==> src/rtl/des_pkg.sv <==
// Shared DES constants: permutation tables, key-shift schedule, FSM encoding
// and the bit-permutation helpers used by the round engine and key schedule.
package des_pkg;

  localparam int unsigned BLK_W  = 64;
  localparam int unsigned KEY_W  = 64;
  localparam int unsigned HALF_W = 32;
  localparam int unsigned CD_W   = 56;
  localparam int unsigned SUB_W  = 28;
  localparam int unsigned RK_W   = 48;
  localparam int unsigned RND_W  = 5;
  localparam int unsigned N_RND  = 16;

  typedef enum logic [1:0] {
    ST_IDLE  = 2'd0,
    ST_ROUND = 2'd1,
    ST_DONE  = 2'd2
  } state_t;

  // Tables use DES bit numbering: entry value 1 is the MSB of the source word.
  localparam int unsigned IP_T [64] = '{
    58, 50, 42, 34, 26, 18, 10,  2, 60, 52, 44, 36, 28, 20, 12,  4,
    62, 54, 46, 38, 30, 22, 14,  6, 64, 56, 48, 40, 32, 24, 16,  8,
    57, 49, 41, 33, 25, 17,  9,  1, 59, 51, 43, 35, 27, 19, 11,  3,
    61, 53, 45, 37, 29, 21, 13,  5, 63, 55, 47, 39, 31, 23, 15,  7
  };

  localparam int unsigned FP_T [64] = '{
    40,  8, 48, 16, 56, 24, 64, 32, 39,  7, 47, 15, 55, 23, 63, 31,
    38,  6, 46, 14, 54, 22, 62, 30, 37,  5, 45, 13, 53, 21, 61, 29,
    36,  4, 44, 12, 52, 20, 60, 28, 35,  3, 43, 11, 51, 19, 59, 27,
    34,  2, 42, 10, 50, 18, 58, 26, 33,  1, 41,  9, 49, 17, 57, 25
  };

  localparam int unsigned E_T [48] = '{
    32,  1,  2,  3,  4,  5,  4,  5,  6,  7,  8,  9,
     8,  9, 10, 11, 12, 13, 12, 13, 14, 15, 16, 17,
    16, 17, 18, 19, 20, 21, 20, 21, 22, 23, 24, 25,
    24, 25, 26, 27, 28, 29, 28, 29, 30, 31, 32,  1
  };

  localparam int unsigned P_T [32] = '{
    16,  7, 20, 21, 29, 12, 28, 17,  1, 15, 23, 26,  5, 18, 31, 10,
     2,  8, 24, 14, 32, 27,  3,  9, 19, 13, 30,  6, 22, 11,  4, 25
  };

  localparam int unsigned PC1_T [56] = '{
    57, 49, 41, 33, 25, 17,  9,  1, 58, 50, 42, 34, 26, 18,
    10,  2, 59, 51, 43, 35, 27, 19, 11,  3, 60, 52, 44, 36,
    63, 55, 47, 39, 31, 23, 15,  7, 62, 54, 46, 38, 30, 22,
    14,  6, 61, 53, 45, 37, 29, 21, 13,  5, 28, 20, 12,  4
  };

  localparam int unsigned PC2_T [48] = '{
    14, 17, 11, 24,  1,  5,  3, 28, 15,  6, 21, 10,
    23, 19, 12,  4, 26,  8, 16,  7, 27, 20, 13,  2,
    41, 52, 31, 37, 47, 55, 30, 40, 51, 45, 33, 48,
    44, 49, 39, 56, 34, 53, 46, 42, 50, 36, 29, 32
  };

  localparam int unsigned SHIFT_T [16] = '{1, 1, 2, 2, 2, 2, 2, 2, 1, 2, 2, 2, 2, 2, 2, 1};

  function automatic logic [63:0] ip_perm(input logic [63:0] x);
    logic [63:0] y;
    y = '0;
    for (int i = 0; i < 64; i++) y[6'(63 - i)] = x[6'(64 - IP_T[6'(i)])];
    return y;
  endfunction

  function automatic logic [63:0] fp_perm(input logic [63:0] x);
    logic [63:0] y;
    y = '0;
    for (int i = 0; i < 64; i++) y[6'(63 - i)] = x[6'(64 - FP_T[6'(i)])];
    return y;
  endfunction

  function automatic logic [47:0] e_exp(input logic [31:0] x);
    logic [47:0] y;
    y = '0;
    for (int i = 0; i < 48; i++) y[6'(47 - i)] = x[5'(32 - E_T[6'(i)])];
    return y;
  endfunction

  function automatic logic [31:0] p_perm(input logic [31:0] x);
    logic [31:0] y;
    y = '0;
    for (int i = 0; i < 32; i++) y[5'(31 - i)] = x[5'(32 - P_T[5'(i)])];
    return y;
  endfunction

  function automatic logic [55:0] pc1_perm(input logic [63:0] x);
    logic [55:0] y;
    y = '0;
    for (int i = 0; i < 56; i++) y[6'(55 - i)] = x[6'(64 - PC1_T[6'(i)])];
    return y;
  endfunction

  function automatic logic [47:0] pc2_perm(input logic [55:0] x);
    logic [47:0] y;
    y = '0;
    for (int i = 0; i < 48; i++) y[6'(47 - i)] = x[6'(56 - PC2_T[6'(i)])];
    return y;
  endfunction

  function automatic logic [27:0] rotl28(input logic [27:0] x, input logic two);
    return two ? {x[25:0], x[27:26]} : {x[26:0], x[27]};
  endfunction

  function automatic logic [27:0] rotr28(input logic [27:0] x, input logic two);
    return two ? {x[1:0], x[27:2]} : {x[0], x[27:1]};
  endfunction

endpackage

==> src/rtl/des_key_schedule.sv <==
// DES key schedule: holds C/D, rotates them once per round and presents the
// round key PC2(shifted CD) combinationally for the current round.
module des_key_schedule
  import des_pkg::*;
(
  input  logic             clk,
  input  logic             n_rst,
  input  logic             i_load,
  input  logic [KEY_W-1:0] i_key,
  input  logic             i_step,
  input  logic             i_decrypt,
  input  logic [RND_W-1:0] i_rnd,
  output logic [RK_W-1:0]  o_k_c
);

  logic [SUB_W-1:0] r_c;
  logic [SUB_W-1:0] r_d;
  logic [3:0]       w_sidx;
  logic             w_two;
  logic             w_hold;
  logic [SUB_W-1:0] w_c_next;
  logic [SUB_W-1:0] w_d_next;

  // Decrypt walks the schedule backwards; its first round uses CD as loaded.
  assign w_sidx = i_decrypt ? 4'(5'd16 - i_rnd) : i_rnd[3:0];
  assign w_two  = (SHIFT_T[w_sidx] == 2);
  assign w_hold = i_decrypt && (i_rnd == '0);

  always_comb begin
    w_c_next = r_c;
    w_d_next = r_d;
    if (!w_hold) begin
      if (i_decrypt) begin
        w_c_next = rotr28(r_c, w_two);
        w_d_next = rotr28(r_d, w_two);
      end else begin
        w_c_next = rotl28(r_c, w_two);
        w_d_next = rotl28(r_d, w_two);
      end
    end
  end

  assign o_k_c = pc2_perm({w_c_next, w_d_next});

  always_ff @(posedge clk or negedge n_rst) begin
    if (!n_rst) begin
      r_c <= '0;
      r_d <= '0;
    end else if (i_load) begin
      {r_c, r_d} <= pc1_perm(i_key);
    end else if (i_step) begin
      r_c <= w_c_next;
      r_d <= w_d_next;
    end
  end

endmodule

==> src/rtl/des_round_engine.sv <==
// Iterative DES engine: one Feistel round per clock, S-box substitution done
// by an external block between sbox_in and sbox_out.
module des_round_engine
  import des_pkg::*;
(
  input  logic              clk,
  input  logic              n_rst,
  input  logic              start,
  input  logic              decrypt,
  input  logic [BLK_W-1:0]  data_in,
  input  logic [KEY_W-1:0]  key_in,
  output logic [RK_W-1:0]   sbox_in,
  input  logic [HALF_W-1:0] sbox_out,
  output logic              busy,
  output logic              done,
  output logic [BLK_W-1:0]  data_out
);

  state_t              r_state;
  logic [HALF_W-1:0]   r_l;
  logic [HALF_W-1:0]   r_r;
  logic [RND_W-1:0]    r_rnd;
  logic                r_mode;
  logic                r_busy;
  logic                r_done;
  logic [BLK_W-1:0]    r_data_out;

  logic                w_load;
  logic                w_step;
  logic [RK_W-1:0]     w_k;
  logic [BLK_W-1:0]    w_ip;
  logic [HALF_W-1:0]   w_r_next;

  assign w_load   = (r_state == ST_IDLE) && start;
  assign w_step   = (r_state == ST_ROUND);
  assign w_ip     = ip_perm(data_in);
  assign w_r_next = r_l ^ p_perm(sbox_out);
  assign sbox_in  = w_step ? (e_exp(r_r) ^ w_k) : '0;

  assign busy     = r_busy;
  assign done     = r_done;
  assign data_out = r_data_out;

  des_key_schedule u_key_schedule (
    .clk       (clk),
    .n_rst     (n_rst),
    .i_load    (w_load),
    .i_key     (key_in),
    .i_step    (w_step),
    .i_decrypt (r_mode),
    .i_rnd     (r_rnd),
    .o_k_c     (w_k)
  );

  // Control FSM and L/R datapath; done pulses on the DONE -> IDLE edge.
  always_ff @(posedge clk or negedge n_rst) begin
    if (!n_rst) begin
      r_state    <= ST_IDLE;
      r_l        <= '0;
      r_r        <= '0;
      r_rnd      <= '0;
      r_mode     <= 1'b0;
      r_busy     <= 1'b0;
      r_done     <= 1'b0;
      r_data_out <= '0;
    end else begin
      r_done <= 1'b0;
      case (r_state)
        ST_IDLE: begin
          if (start) begin
            r_l     <= w_ip[BLK_W-1:HALF_W];
            r_r     <= w_ip[HALF_W-1:0];
            r_mode  <= decrypt;
            r_rnd   <= '0;
            r_busy  <= 1'b1;
            r_state <= ST_ROUND;
          end
        end
        ST_ROUND: begin
          r_l   <= r_r;
          r_r   <= w_r_next;
          r_rnd <= r_rnd + 1'b1;
          if (r_rnd == RND_W'(N_RND - 1)) begin
            // Final output swaps the halves before the inverse permutation.
            r_data_out <= fp_perm({w_r_next, r_r});
            r_state    <= ST_DONE;
          end
        end
        ST_DONE: begin
          r_done  <= 1'b1;
          r_busy  <= 1'b0;
          r_state <= ST_IDLE;
        end
        default: begin
          r_busy  <= 1'b0;
          r_state <= ST_IDLE;
        end
      endcase
    end
  end

endmodule

==> config.mk <==
export PLATFORM = sky130hd
export DESIGN_NAME = des_round_engine
export DESIGN_NICKNAME = d
export VERILOG_FILES = /design/src/rtl/des_pkg.sv /design/src/rtl/des_key_schedule.sv /design/src/rtl/des_round_engine.sv
export SDC_FILE = /design/constraint.sdc
export NUM_CORES = 1
export LEC_CHECK = 0
export CORE_ASPECT_RATIO = 0.5
export CORE_MARGIN = 5
export CORE_UTILIZATION = 40
export CTS_CLUSTER_DIAMETER = 40
export DETAILED_ROUTE_END_ITERATION = 8
export PLACE_DENSITY_LB_ADDON = 0.1
export SETUP_SLACK_MARGIN = 0.05
export SLEW_MARGIN = 20
export SYNTH_ARGS = -nofsm -noshare
export SYNTH_HDL_FRONTEND = slang
export SYNTH_SLANG_ARGS = --single-unit
==> constraint.sdc <==
create_clock -name clk -period 3.9 [get_ports clk]
set_input_delay 0.78 -clock clk [delete_from_list [all_inputs] [get_ports clk]]
set_output_delay 0.78 -clock clk [all_outputs]
set_load 0.1 [all_outputs]
# ---- Word-level counts from Yosys, hierarchy flattened
# Memories as Yosys holds them, arrays and structs flattened.
# Index checks and enable logic that the tools add are counted.
dict set report classes {
  n_lt_le_gt_ge 1
  n_eq_ne 7
  add_sub_neg 2
  n_mux 27
  bitwise_logic 3
  reduce_logical 11
}
# cell count
set op_table {}
lappend op_table {{2-to-1 mux 28 bit} 12}
lappend op_table {{2-to-1 mux 32 bit} 5}
lappend op_table {{one-hot mux 32 bit (2 select lines)} 1}
lappend op_table {{== test 32 x 2 -> 1 bit, second input constant} 1}
lappend op_table {{XOR 32 bit} 1}
lappend op_table {{one-hot mux 5 bit (2 select lines)} 1}
lappend op_table {{AND reduction 2 bit} 5}
lappend op_table {{adder 5 x 1 -> 5 bit, second input constant} 1}
lappend op_table {{== test 5 x 4 -> 1 bit, second input constant} 1}
lappend op_table {{>= comparator 5 bit, second input constant} 1}
lappend op_table {{logical NOT 5 bit} 1}
lappend op_table {{2-to-1 mux 5 bit} 1}
lappend op_table {{inverter 4 -> 5 bit} 1}
lappend op_table {{2-to-1 mux 2 bit} 2}
lappend op_table {{2-to-1 mux 4 bit} 1}
lappend op_table {{inequality test 2 x 1 -> 1 bit, second input constant} 2}
lappend op_table {{one-hot mux 2 bit (2 select lines)} 1}
lappend op_table {{nonzero test 2 bit} 2}
lappend op_table {{subtractor 1 x 4 -> 4 bit, first input constant} 1}
lappend op_table {{== test 2 x 1 -> 1 bit, second input constant} 1}
lappend op_table {{== test 2 bit, second input constant} 1}
lappend op_table {{logical AND 1 bit} 2}
lappend op_table {{logical NOT 2 bit} 1}
lappend op_table {{2-to-1 mux 1 bit} 2}
lappend op_table {{3 further kinds} 3}
dict set report totals {
  mem_bits_ro 512
  reg_bits 130
  input_bits 164
  memories 1
  wordCells 63
}
# name depth word_bits read_ports rd_ports_with_merged_regs write_ports line
set mem_list {}
lappend mem_list {{(name not given)} 16 32 1 0 0 des_key_schedule.sv:26} ;# assign w_two = (SHIFT_T[w_sidx] == 2);

# ---- Longest topological paths before layout
# Gate-level depths: netlist of the first run.
dict set report depth {
  word_depth 12
  depth_mapped 11
  ltp_nobuf 8
}

# ---- Hierarchy
# Synthesis of the first run repeated with hierarchy kept, for this count alone.
dict set report unflattened {
  hier_cells 810
  hier_area_um2 6777.8
}
# module area_each_um2 instances cells_per_inst seq_area_each_um2
set modules_own_cells {}
lappend modules_own_cells {des_key_schedule 4974.8 1 613 1401.3}
lappend modules_own_cells {des_round_engine 1803.0 1 197 500.5}

# ---- Worst setup path before layout of the first run
# Ideal clock, no wire load.
dict set report synth_path {
  path_type {reg-to-output}
  startpoint {register r_rnd[1]}
  endpoint {output sbox_in[28]}
  t_required_ps 3120
  path_stages_with_launch 10
  arrival_ps 3534
  slack_ps -414
  path_cell_list {dfrtp_1 > buf_2 > inv_1 > ha_1 > xnor2_1 > or3_4 > nand2_2 > nand3_1 > a32oi_1 > mux2i_1}
}
dict set report synth_via {
  elab_chain_cells 12
}
# element line
set synth_rtl {}
lappend synth_rtl {{start: declaration} des_round_engine.sv:22} ;# logic [RND_W-1:0] r_rnd;
lappend synth_rtl {{start signal: assignment} des_round_engine.sv:82} ;# r_rnd <= r_rnd + 1'b1;
lappend synth_rtl {{subtractor 1 x 4 -> 4 bit} des_key_schedule.sv:25} ;# assign w_sidx = i_decrypt ? 4'(5'd16 - i_rnd) : i_rnd[3:0];
lappend synth_rtl {{2-to-1 mux 4 bit} des_key_schedule.sv:25}
lappend synth_rtl {{inverter 4 -> 5 bit (not written as such)} des_key_schedule.sv:26}
lappend synth_rtl {{memory (16 x 32 bit)} -}
lappend synth_rtl {{2-to-1 mux 32 bit (not written as such) (2 in a row)} des_key_schedule.sv:26}
lappend synth_rtl {{== test 32 x 2 -> 1 bit} des_key_schedule.sv:26}
lappend synth_rtl {{2-to-1 mux 28 bit, on equally long branches} {des_pkg.sv:106, des_pkg.sv:110}}
lappend synth_rtl {{2-to-1 mux 28 bit} des_key_schedule.sv:33} ;# if (i_decrypt) begin
lappend synth_rtl {{2-to-1 mux 28 bit *} des_key_schedule.sv:32} ;# if (!w_hold) begin
lappend synth_rtl {{XOR 32 bit *} des_round_engine.sv:38} ;# assign sbox_in = w_step ? (e_exp(r_r) ^ w_k) : '0;
lappend synth_rtl {{2-to-1 mux 32 bit *} des_round_engine.sv:38}
lappend synth_rtl {{end: declaration} des_round_engine.sv:12} ;# output logic [RK_W-1:0] sbox_in,
# Mark *: on every way between the ends. The rest lies on a longest branch, timed or not. The select of a mux whose other input is x is not followed.

# ---- Final worst setup path of the first run
dict set report layout_path {
  startpoint {register r_rnd[0]}
  endpoint {output sbox_in[26]}
}
# The elaborated chain is that of the path after synthesis.

==> results summary, run 1 <==
The number of endpoints failing setup at the final stage came out at 0. The slew at the pin with the worst max-slew slack came out at 0.9651 ns. The combinational family with the most area after synthesis is compound AO/OA/AOI/OAI gates.

The critical-path maximum fanout came out at 7. Tracing the worst setup path back leads to its startpoint at r_rnd[0]$_DFFE_PN0P_. The first global-routing pass estimated 24.35 mm of wire.

The routed length per placed instance came out at 17.26 um. The die footprint came out at 17040 sq um. The top cell type's share of synthesized area came out at 33.02%. The tool flagged a number of max-cap violations equal to 0. The minimum setup slack among reg-to-reg paths is 1.18 ns. The first TritonRoute pass finished after 5 iterations. The sum of routed wire length over all layers came out at 15.06 mm.

The met2 usage came out at 27.41%. Derived from the worst setup path, the maximum achievable clock frequency is 0.2731 GHz. The number of H-tree levels came out at 3. The setup path with the least slack is of type flop to primary output. The number of enable flip-flop cells after synthesis came out at 0. The synthesized netlist contains 61 unique library cells. The sum of negative setup slack came out at 0 ns. The required time at the endpoint of the critical path came out at 3.12 ns.

The HPWL after detailed placement is 10.12 mm. Buffers inserted during clock tree synthesis total 9. The number of global-route vias before repair was 4402. The max-slew violation total from the final report is 0. The post-synthesis share of cell area spent on xor and xnor gates came out at 0.3041%.

The max-slew headroom at the worst pin is 35.46%. The busiest layer in global routing is met2. The weighted congestion at the end of routability-driven global placement is 0.8615. Among all flip-flop cells after synthesis, the most frequent one is sky130_fd_sc_hd__dfrtp_1.

The worst hold path class is input pin to async pin. STA classifies the critical path startpoint as a flop. The later-pin clock latency in the skew report is 0.34 ns. The clock tree skew after final layout is 0.005032 ns.

The number of cell rows is 31. The width of the die is 179.7 um. Of the cells placed in the final design, the portion with a size suffix greater than 1 is 14.37%. The clock input transition at the sequential cells of the worst setup and hold paths is 0.06 ns.

The adder and majority gate portion of the synthesized area is 0.6517%. Counting instances in the post-synthesis netlist gives the leading cell types as sky130_fd_sc_hd__buf_4 (101), sky130_fd_sc_hd__dfrtp_1 (76), sky130_fd_sc_hd__nand2_1 (66). The clock net in this run drives a total of 76 sinks. The number of antenna violations at the first check in global routing came to 0.

The instance count of the mapped netlist came out at 655. The flow ran to the end, and the final reports show no timing, DRC or antenna violations. The final critical-path share of the clock period is 93.88%.

The total vias in the final route came out at 4714. The multi-input logic area is 3281 sq um. The combined flip-flop and latch cell area is 1903 sq um. The clock period minus final worst setup slack came out at 3.661 ns. The effective utilization at floorplan came out at 40.35%. For this run, the register share of the synthesized area comes to 33.02%.

Buffers inserted to repair hold after CTS numbered 0. In this run the critical register-to-register path is launched from r_rnd[0]$_DFFE_PN0P_. The synthesized netlist devotes 22.77% of its cell area to compound gates.

The largest buffer count on any clock path came out at 2. The buffer cell driving the clock tree root is sky130_fd_sc_hd__clkbuf_16. The combined area of all synthesized cells is 5759 sq um. By instance count, the leading cell after synthesis is sky130_fd_sc_hd__buf_4. In the synthesized netlist the async set-or-reset flop fraction comes to 100.0%. The number of synthesis warnings came out at 0. The area added between synthesis and finish is 10.86%.

The number of I/O port buffers came out at 29. The vertical die dimension came out at 94.85 um. A synthesized cell averages 8.793 sq um. The number of register bits inferred by synthesis came out at 76. Of all cell types, the one taking the most synthesized area is sky130_fd_sc_hd__dfrtp_1. 278 I/O pins were placed.

By area the synthesized netlist is led by sky130_fd_sc_hd__dfrtp_1 (33%), sky130_fd_sc_hd__buf_4 (13%), sky130_fd_sc_hd__mux2i_1 (9.9%), sky130_fd_sc_hd__o221ai_1 (5.8%), sky130_fd_sc_hd__a21oi_1 (4.8%). The global router's overall resource usage came out at 17.74%. The count of routing violations after the opening detailed-route iteration came out at 299.

STA puts the critical path data arrival time at 2.88 ns. Counting the fill cells in the layout gives 1372. The count of unresolved DRC violations after routing came out at 0. Global routing finished with a remaining overflow of 0. The met1 track demand over resource is 25.35%.

0 antenna diodes ended up in the layout. The basic-gate share of the synthesized area counting and, or, nand and nor cells is 14.40%. TritonCTS built the clock tree. The core region is 14270 sq um.

The number of nets with antenna violations after detailed routing came out at 0. At the end of the flow, the number of nets in the layout was 838. Global routing consumed, on the met3 layer, 4.271% of the routing resources. The multiplexer area fraction after synthesis is 11.28%.

The worst setup path is captured at a primary output. Entering global routing, the biggest net connects 77 pins. The total count of hold-check failures in the final report is 0. Setup repair after global routing left no endpoint under its margin.

After detailed routing, the number of vias per cell comes to 5.400.
## per-layer routing
metal	up-vias	part of all wire (%)
met5	-	0
met4	0	0.92
met3	12	8.0
met2	192	42
met1	2288	49
li1	2222	-
## layout make-up
| class | instances | area share, % |
|---|---|---|
| clock inverter | 5 | 0.4507 |
| timing repair buffer | 52 | 9.975 |
| sequential | 76 | 29.81 |
| multi-input combinational | 519 | 51.38 |
| inverter | 13 | 0.7643 |
| tap | 198 | 3.880 |
| clock buffer | 10 | 3.743 |
## cells by family after synthesis
family | Yosys count
other | 1
AOI/OAI and AO/OA | 184
buffers and inverters | 155
xor gates and xnor gates | 2
muxes | 63
and+or+nand+nor | 171
DFF | 76
adders and majority gates | 3
## through the flow
step	hold slack [ns]	cells	worst slack (ns)	utilization, %	cell area [sq um]
2_1_floorplan	0.4559	750	0.07283	-	6146
3_3_place_gp	0.4711	857	0.5805	42.53	6071
3_5_place_dp	0.4932	857	0.5731	42.53	6071
4_1_cts	0.5058	872	0.2000	44.41	6339
5_1_grt	0.5258	873	0.06258	44.73	6385
6_report	0.4890	873	0.2387	44.73	6385
## sequential cells by signal, indices dropped and copies added (netlist names)
name                cells
r_r                     5
u_key_schedule.r_d     28
r_state                 2
r_l                     5
busy                    1
r_rnd                   5
done                    1
r_mode                  1
u_key_schedule.r_c     28
## cells in the final DEF, fill, tap and decap left out, types with 3 or more instances in the layout
| cell type | count |
|---|---|
| sky130_fd_sc_hd__a211oi_1 | 17 |
| sky130_fd_sc_hd__conb_1 | 96 |
| sky130_fd_sc_hd__nor3_1 | 7 |
| sky130_fd_sc_hd__clkinv_2 | 4 |
| sky130_fd_sc_hd__dfrtp_1 | 75 |
| sky130_fd_sc_hd__inv_1 | 13 |
| sky130_fd_sc_hd__or3_1 | 3 |
| sky130_fd_sc_hd__mux2_2 | 5 |
| sky130_fd_sc_hd__o221a_2 | 4 |
| sky130_fd_sc_hd__nor2b_1 | 9 |
| sky130_fd_sc_hd__clkbuf_16 | 9 |
| sky130_fd_sc_hd__a21o_1 | 6 |
| sky130_fd_sc_hd__nand3_1 | 6 |
| sky130_fd_sc_hd__and3_1 | 5 |
| sky130_fd_sc_hd__mux2i_2 | 4 |
| sky130_fd_sc_hd__and2_1 | 14 |
| sky130_fd_sc_hd__ha_1 | 3 |
| sky130_fd_sc_hd__a32oi_1 | 7 |
| sky130_fd_sc_hd__clkdlybuf4s50_1 | 12 |
| sky130_fd_sc_hd__o31a_1 | 3 |
| sky130_fd_sc_hd__buf_4 | 22 |
| sky130_fd_sc_hd__mux2i_1 | 53 |
| sky130_fd_sc_hd__buf_12 | 17 |
| sky130_fd_sc_hd__nor2_1 | 35 |
| sky130_fd_sc_hd__a31oi_1 | 4 |
| sky130_fd_sc_hd__o21ai_0 | 17 |
| sky130_fd_sc_hd__a31o_2 | 9 |
| sky130_fd_sc_hd__a21oi_1 | 51 |
| sky130_fd_sc_hd__nand2b_1 | 7 |
| sky130_fd_sc_hd__o2bb2ai_1 | 3 |
| sky130_fd_sc_hd__nand3b_1 | 3 |
| sky130_fd_sc_hd__a21oi_2 | 4 |
| sky130_fd_sc_hd__nand2_1 | 66 |
| sky130_fd_sc_hd__o221ai_1 | 38 |
## repair_timing
action / 4_1_cts / 5_1_grt
buffers inserted: 0 / 1
endpoints found under the hold margin: 0 / 0
resized for setup: 0 / 5
endpoints found under the setup margin: 0 / 12
## worst paths after layout
kind | endpoint | cells past startpoint
max | sbox_in[26] | 10
min | u_key_schedule.r_c[8]$_DFFE_PN0P_ | 1
max reg2reg | u_key_schedule.r_d[8]$_DFFE_PN0P_ | 10
min reg2reg | u_key_schedule.r_c[7]$_DFFE_PN0P_ | 2
max in group asynchronous | r_mode$_DFFE_PN0P_ | 1
min in group clk | u_key_schedule.r_c[7]$_DFFE_PN0P_ | 2
## worst max-delay path: stages, from the launching register on
cell                      delay, ns
sky130_fd_sc_hd__dfrtp_1       0.38
sky130_fd_sc_hd__inv_1         0.08
sky130_fd_sc_hd__ha_1          0.33
sky130_fd_sc_hd__xnor2_1       0.17
sky130_fd_sc_hd__nor3_1        0.40
sky130_fd_sc_hd__buf_4         0.21
sky130_fd_sc_hd__nor3_1        0.06
sky130_fd_sc_hd__nor4_1        0.34
sky130_fd_sc_hd__o21ai_0       0.16
sky130_fd_sc_hd__a21oi_2       0.21
sky130_fd_sc_hd__buf_12        0.21
Power of run 1 is left out: the tool's default activity adds up to more than one toggle a clock period on the data nets, which glitch-free logic cannot reach.
==> run 2, diff against run 1 <==
--- a/config.mk
+++ b/config.mk
@@ -9,6 +9,7 @@
 export CORE_MARGIN = 5
 export CORE_UTILIZATION = 40
 export CTS_CLUSTER_DIAMETER = 40
+export CTS_CLUSTER_SIZE = 30
 export DETAILED_ROUTE_END_ITERATION = 8
 export PLACE_DENSITY_LB_ADDON = 0.1
 export SETUP_SLACK_MARGIN = 0.05
==> results of run 2 <==
Final layout, timing and power as in run 1 (identical DEF).
Power of run 2 is left out for the same reason.
